==> config.mk <==
export PLATFORM = sky130hd
export DESIGN_NAME = pipe_trace_monitor
export DESIGN_NICKNAME = d
export VERILOG_FILES = /design/src/rtl/pipe_trace_pkg.sv /design/src/rtl/trace_fifo.sv /design/src/rtl/pipe_trace_monitor.sv
export SDC_FILE = /design/constraint.sdc
export NUM_CORES = 1
export LEC_CHECK = 0
export BUFFER_PORTS_ARGS = -buffer_cell sky130_fd_sc_hd__buf_2
export CORE_ASPECT_RATIO = 1.2
export CORE_MARGIN = 1.5
export CORE_UTILIZATION = 55
export CTS_BUF_LIST = sky130_fd_sc_hd__clkbuf_16
export CTS_CLUSTER_DIAMETER = 100
export DETAILED_ROUTE_END_ITERATION = 8
export GPL_TIMING_DRIVEN = 1
export PLACE_DENSITY_LB_ADDON = 0.15
export SKIP_CTS_REPAIR_TIMING = 1
export SLEW_MARGIN = 20
export SYNTH_ARGS = -nofsm -noshare
export SYNTH_HDL_FRONTEND = slang
export SYNTH_HIERARCHICAL = 1
export SYNTH_SLANG_ARGS = --single-unit
export TNS_END_PERCENT = 1
==> constraint.sdc <==
create_clock -name clk_i -period 4.8 [get_ports clk_i]
set_clock_uncertainty 0.1 [all_clocks]
set_input_delay 0.48 -clock clk_i [delete_from_list [all_inputs] [get_ports clk_i]]
set_output_delay 0.48 -clock clk_i [all_outputs]
set_load 0.03 [all_outputs]
==> src/rtl/pipe_trace_pkg.sv <==
// Shared types and helpers for the pipeline-trace monitor and its FIFO.
// Benches use the field-offset helpers to unpack trace entries.
package pipe_trace_pkg;

    typedef enum logic [1:0] {IDLE, RUN, DONE} state_t;

    localparam int unsigned IDX_W_DEF = 5;
    localparam int unsigned TS_W_DEF  = 16;

    // Entry layout, LSB first: hazard bit, taps, per-channel valids, timestamp.
    localparam int unsigned HZ_LSB  = 0;
    localparam int unsigned TAP_LSB = 1;

    function automatic int unsigned valid_lsb(input int unsigned num_ch, input int unsigned idx_w);
        return TAP_LSB + num_ch * idx_w;
    endfunction

    function automatic int unsigned ts_lsb(input int unsigned num_ch, input int unsigned idx_w);
        return TAP_LSB + num_ch * idx_w + num_ch;
    endfunction

    // Pointer width with an extra wrap bit; never narrower than 2.
    function automatic int unsigned ptr_w(input int unsigned depth);
        return (depth < 2) ? 2 : $clog2(depth) + 1;
    endfunction

endpackage

==> src/rtl/trace_fifo.sv <==
// Synchronous first-word-fall-through FIFO; head reads as zero when empty.
module trace_fifo
    import pipe_trace_pkg::*;
#(
    parameter int unsigned WIDTH = 8,
    parameter int unsigned DEPTH = 16
) (
    input  logic             clk_i,
    input  logic             reset_i,
    input  logic             wr_en_i,
    input  logic [WIDTH-1:0] wr_data_i,
    input  logic             rd_en_i,
    output logic [WIDTH-1:0] rd_data_o,
    output logic             empty_o,
    output logic             full_o
);

    localparam int unsigned PW = ptr_w(DEPTH);
    localparam int unsigned AW = PW - 1;

    logic [WIDTH-1:0] mem [DEPTH];
    logic [PW-1:0]    wr_q;
    logic [PW-1:0]    rd_q;
    logic             do_wr;
    logic             do_rd;

    assign empty_o = (wr_q == rd_q);
    assign full_o  = (wr_q[PW-1] != rd_q[PW-1]) && (wr_q[AW-1:0] == rd_q[AW-1:0]);
    assign do_rd   = rd_en_i && !empty_o;
    // A pop in the same cycle frees the slot, so a write at full still lands.
    assign do_wr   = wr_en_i && (!full_o || do_rd);

    always_ff @(posedge clk_i) begin
        if (reset_i) begin
            wr_q <= '0;
            rd_q <= '0;
        end else begin
            if (do_wr) wr_q <= wr_q + 1'b1;
            if (do_rd) rd_q <= rd_q + 1'b1;
        end
    end

    always_ff @(posedge clk_i) begin
        if (do_wr) mem[wr_q[AW-1:0]] <= wr_data_i;
    end

    assign rd_data_o = empty_o ? '0 : mem[rd_q[AW-1:0]];

endmodule

==> src/rtl/pipe_trace_monitor.sv <==
// Pipeline-trace monitor: timestamps changed register-index taps into a FIFO.
// Define PIPE_TRACE_HAZARD_EN to flag and count RAW hazards against channel 0.
module pipe_trace_monitor
    import pipe_trace_pkg::*;
#(
    parameter  int unsigned NUM_CH      = 3,
    parameter  int unsigned IDX_W       = IDX_W_DEF,
    parameter  int unsigned DEPTH       = 16,
    parameter  int unsigned CYCLE_LIMIT = 25,
    parameter  int unsigned TS_W        = TS_W_DEF,
    localparam int unsigned ENTRY_W     = TS_W + NUM_CH + NUM_CH * IDX_W + 1
) (
    input  logic                    clk_i,
    input  logic                    reset_i,
    input  logic                    arm_i,
    input  logic [NUM_CH*IDX_W-1:0] tap_i,
    input  logic [NUM_CH-1:0]       tap_valid_i,
    input  logic                    rd_en_i,
    output logic [ENTRY_W-1:0]      trace_o,
    output logic                    trace_valid_o,
    output logic [TS_W-1:0]         count_o,
    output logic                    done_o,
    output logic                    overflow_o,
    output logic [TS_W-1:0]         hazard_cnt_o
);

    state_t           state_q, state_n;
    logic [TS_W-1:0]  count_q;
    logic             first_q;
    logic             ovf_q;
    logic [IDX_W-1:0] last_q [NUM_CH];
    logic             changed;
    logic             push;
    logic             pop;
    logic             drop;
    logic             fifo_empty;
    logic             fifo_full;
    logic             hazard;
    logic [TS_W-1:0]  hazard_cnt_q;
    logic [ENTRY_W-1:0] entry;

    always_ff @(posedge clk_i) begin
        if (reset_i) state_q <= IDLE;
        else         state_q <= state_n;
    end

    always_comb begin
        state_n = state_q;
        case (state_q)
            IDLE:    if (arm_i) state_n = RUN;
            RUN: begin
                if (arm_i)                                   state_n = RUN;
                else if (count_q == TS_W'(CYCLE_LIMIT - 1)) state_n = DONE;
            end
            DONE:    if (arm_i) state_n = RUN;
            default: state_n = IDLE;
        endcase
    end

`ifdef PIPE_TRACE_HAZARD_EN
    logic [IDX_W-1:0] ch0_d_q;
    logic             ch0_vd_q;

    always_ff @(posedge clk_i) begin
        if (reset_i) begin
            ch0_d_q  <= '0;
            ch0_vd_q <= 1'b0;
        end else begin
            ch0_d_q  <= tap_i[IDX_W-1:0];
            ch0_vd_q <= tap_valid_i[0];
        end
    end

    // Index 0 is the hardwired zero register and never forms a dependency.
    always_comb begin
        hazard = 1'b0;
        if (state_q == RUN && ch0_vd_q && ch0_d_q != '0) begin
            for (int unsigned k = 1; k < NUM_CH; k++) begin
                if (tap_valid_i[k] && tap_i[k*IDX_W +: IDX_W] == ch0_d_q) hazard = 1'b1;
            end
        end
    end

    always_ff @(posedge clk_i) begin
        if (reset_i)                          hazard_cnt_q <= '0;
        else if (arm_i)                       hazard_cnt_q <= '0;
        else if (hazard && hazard_cnt_q != '1) hazard_cnt_q <= hazard_cnt_q + 1'b1;
    end
`else
    assign hazard       = 1'b0;
    assign hazard_cnt_q = '0;
`endif

    always_comb begin
        changed = 1'b0;
        for (int unsigned k = 0; k < NUM_CH; k++) begin
            if (tap_valid_i[k] && tap_i[k*IDX_W +: IDX_W] != last_q[k]) changed = 1'b1;
        end
        push = (state_q == RUN) && (changed || (first_q && |tap_valid_i) || hazard);
    end

    assign pop   = rd_en_i && !fifo_empty;
    assign drop  = push && fifo_full && !pop;
    assign entry = {count_q, tap_valid_i, tap_i, hazard};

    // Last-captured indices track every push attempt, even one dropped at full.
    always_ff @(posedge clk_i) begin
        if (reset_i) begin
            count_q <= '0;
            first_q <= 1'b1;
            ovf_q   <= 1'b0;
            for (int unsigned k = 0; k < NUM_CH; k++) last_q[k] <= '0;
        end else begin
            if (arm_i) begin
                count_q <= '0;
                first_q <= 1'b1;
                ovf_q   <= 1'b0;
            end else begin
                if (state_q == RUN) count_q <= count_q + 1'b1;
                if (push)           first_q <= 1'b0;
                if (drop)           ovf_q   <= 1'b1;
            end
            if (push) begin
                for (int unsigned k = 0; k < NUM_CH; k++) begin
                    if (tap_valid_i[k]) last_q[k] <= tap_i[k*IDX_W +: IDX_W];
                end
            end
        end
    end

    trace_fifo #(
        .WIDTH (ENTRY_W),
        .DEPTH (DEPTH)
    ) u_fifo (
        .clk_i     (clk_i),
        .reset_i   (reset_i),
        .wr_en_i   (push),
        .wr_data_i (entry),
        .rd_en_i   (rd_en_i),
        .rd_data_o (trace_o),
        .empty_o   (fifo_empty),
        .full_o    (fifo_full)
    );

    assign trace_valid_o = !fifo_empty;
    assign count_o       = count_q;
    assign done_o        = (state_q == DONE);
    assign overflow_o    = ovf_q;
    assign hazard_cnt_o  = hazard_cnt_q;

endmodule

==> impl_metrics.py <==
metrics = {
    "synth": {
        "syn_inst": 1136,
        "synth_ff_type": "edfxtp_1",
        "synth_top_area_share_pct": 73.4,
        "seq_area_frac_synth_pct": 76.3,
        "ys_warn_count": 6,
        "synth_edf_count": 575,
        "synthTopCellsByArea": "edfxtp_1, mux4_2, dfxtp_1, o22ai_1, xnor2_1",
        "synth_area_leader_cell": "edfxtp_1",
        "syn_area_per_cell_um2": 20.7,
        "async_reset_ff_share_pct": 0,
        "ys_ff_latch": 609,
        "synth.distinct_cells": 49,
        "netlist_area_um2": 23500,
    },
    "global_routing": {
        "overflow": 0,
        "grt_max_degree": 67,
        "antenna_found_initial": 0,
        "track_usage_pct": 23.2,
        "grt_pass1_vias": 11800,
        "grt_pass1_wl_mm": 73.9,
    },
    "critical_path": {
        "reg2reg_depth": 6,
        "cp-end-kind": "output pin",
        "timing.rr.start": "u_fifo/wr_q[0]$_SDFFE_PP0P_",
        "r2r_end": "overflow_o$_SDFFE_PP0P_",
        "reg2reg_slack_ps": 1420,
        "cp.required_ps": 4220,
        "critical_path_class": "reg2out",
        "cp_max_fo": 36,
        "start_kind": "flop",
        "crit_slowest_cell": "and2_2",
        "worst_path_largest_cell_delay_ps": 1050,
        "cp_cell_sequence": "xor2_1, nor4_4, and2_2, inv_1, buf_2",
        "crit_arrival_ps": 3520,
    },
    "power_and_ir_drop": {
        "ir_drop_mv": 0.286,
        "p_total_mw": 11.5,
        "p_leak_nw": 8.38,
        "powerDensity_nw_per_um2": 434,
    },
    "layout": {
        "antenna_cells": 0,
        "drive_above_1_share_pct": 27.0,
        "fin_nets": 1278,
        "utilization_pct": 62.9,
        "fin_area_um2": 26400,
        "synthToLayoutAreaGrowth_pct": 12.2,
    },
    "drt": {
        "viasPerCell": 6.15,
        "drc_errors": 0,
        "vias": 11300,
        "wire_per_inst_um": 26.8,
        "routed_wl_mm": 49.3,
        "first_pass_iters": 5,
        "antenna_left": 0,
        "drt_iter0_drc": 1074,
    },
    "clocking": {
        "cts_max_level": 2,
        "clkTransAtPathRegs_ps": 60,
        "cts_sinks": 609,
        "clock_latency_ps": 580,
        "clockBufferDepth": 3,
        "cts_tree": "done",
        "cts-root-buf": "clkbuf_16",
        "numCtsBuffers": 58,
    },
    "floorplanning": {
        "core_area_um2": 42000,
        "rows": 82,
        "start_util_pct": 56.1,
        "die_area_um2": 44000,
        "ios": 92,
        "die_h_um": 230,
        "die_x_um": 192,
    },
    "sta": {
        "slew_viol_final": 0,
        "worstMarginPinSlew_ps": 1160,
        "final-hold-violation-count": 0,
        "rsz0062_at_grt": "no",
        "worst_slack_ps": 702,
        "min_period_over_period_pct": 85.4,
        "period_minus_slack_ps": 4100,
        "slew_headroom_pct": 23.0,
        "setup_viol": 0,
        "max_freq_mhz": 244,
        "setup_tns_ps": 0,
    },
    "worst_hold_path": {
        "whs_path_depth": 3,
        "hp-start": "arm_i",
        "min_path_type": "in2reg",
        "min_to": "state_q[0]$_SDFFE_PP0P_",
    },
    "run_status": {
        "status": "finished clean",
    },
    "placed_design": {
        "place_congestion": 0.755,
        "pre_cts_ws_ps": 1380,
        "hpwlAfterDp_mm": 27.3,
        "placed_area_um2": 24600,
        "portBuffers": 75,
    },
    "flow_run": {
        "cap_violations": 0,
    },
}
[how the worst max path moves through the flow]
stage	start	endpoint	slack [ps]	cells past startpoint
2_1_floorplan	tap_i[4]	u_fifo/mem[3][0]$_DFFE_PP_	300	7
3_3_place_gp	u_fifo/wr_q[0]$_SDFFE_PP0P_	trace_o[19]	1430	5
3_5_place_dp	u_fifo/wr_q[0]$_SDFFE_PP0P_	trace_o[19]	1380	5
4_1_cts	u_fifo/wr_q[0]$_SDFFE_PP0P_	trace_o[19]	740	5
5_1_grt	u_fifo/wr_q[0]$_SDFFE_PP0P_	trace_valid_o	560	5
6_report	u_fifo/wr_q[0]$_SDFFE_PP0P_	trace_valid_o	700	5
[cell usage after synthesis (4+ instances only)]
cell,count
edfxtp_1,575
mux4_2,140
o22ai_1,70
nor3_1,37
dfxtp_1,34
nor2_1,32
buf_2,29
xnor2_1,25
clkbuf_1,21
and2_1,17
buf_4,16
and3_1,14
xor2_1,13
inv_1,12
nand2_1,12
a21oi_1,10
ha_1,7
nor2b_1,7
nand3_1,5
nand4_1,5
o21ai_0,5
nor3_2,4
or3_1,4
[flip-flops by register name (all words and copies together) (netlist names), named ones only]
signal,flops
u_fifo/mem,560
first_q,1
state_q,2
last_q,15
overflow_o,1
u_fifo/wr_q,5
count_o,16
u_fifo/rd_q,5
[stage by stage]
| step | hold slack, ps | std cells |
|---|---|---|
| detailed placement | 369 | 1735 |
| finish | 139 | 1842 |
| global placement | 361 | 1735 |
| CTS | 98.1 | 1842 |
| global route | 143 | 1842 |
| floorplan | 342 | 1167 |
[report_power, final]
part	switching, mW	internal, mW	total, mW
sequential	0.0478	5.84	5.89
clock	1.82	2.48	4.30
combinational	0.813	0.457	1.27
[cells by family (layout without fill, tap and decap cells)]
| logic type | Yosys count | count (layout) | share of synthesized area [%] |
|---|---|---|---|
| AOI/OAI and AO/OA | 99 | 99 | 2.73 |
| xor gates and xnor gates | 38 | 38 | 1.41 |
| adders and majority gates | 7 | 7 | 0.372 |
| buffers and inverters | 88 | 217 | 2.07 |
| DFF | 609 | 609 | 76.3 |
| muxes | 143 | 143 | 13.5 |
| other | 1 | 32 | 0.0159 |
| and+or+nand+nor | 151 | 151 | 3.57 |
[area by class of cell]
class | count | area (um2)
Clock buffer | 61 | 1530
Clock inverter | 46 | 289
Fill cell | 2884 | 15600
Inverter | 12 | 45.0
Multi-Input combinational cell | 470 | 5270
Sequential cell | 609 | 18000
Tap cell | 546 | 683
Timing Repair Buffer | 98 | 623
[placed cells by master (no fill, tap or decap), types with 5 or more instances in the layout]
master / count
xnor2_1: 25
o22ai_1: 70
buf_2: 75
and3_2: 10
conb_1: 32
mux4_2: 140
nor2b_1: 5
inv_1: 26
nor3_1: 36
nor3_2: 5
nand4_1: 5
a21oi_1: 9
clkinv_1: 19
ha_1: 7
clkbuf_16: 61
nand3_1: 5
nand2_1: 11
edfxtp_1: 575
dfxtp_1: 31
nor2_1: 32
clkinv_2: 9
and2_1: 16
buf_12: 6
o21ai_0: 5
xor2_1: 13
buf_4: 17
[critical path, delay by kind of cell (launching register included)]
kind,cells,cell delay [ps]
flip-flops,1,480
AND/OR/NAND/NOR,2,1810
XOR/XNOR,1,160
buffers and inverters,2,470
[routing by layer]
| metal | part of all wire (%) | global-route usage (%) | vias up | wire length, um |
|---|---|---|---|---|
| li1 | - | - | 4872 | - |
| met1 | 41 | 32.7 | 5991 | 20400 |
| met2 | 50 | 37.8 | 392 | 24700 |
| met3 | 6.2 | 3.89 | 82 | 3080 |
| met4 | 2.3 | 6.40 | 0 | 1160 |
| met5 | 0 | 0 | - | 0 |
Note: power is estimated with default switching activity, not from simulation.
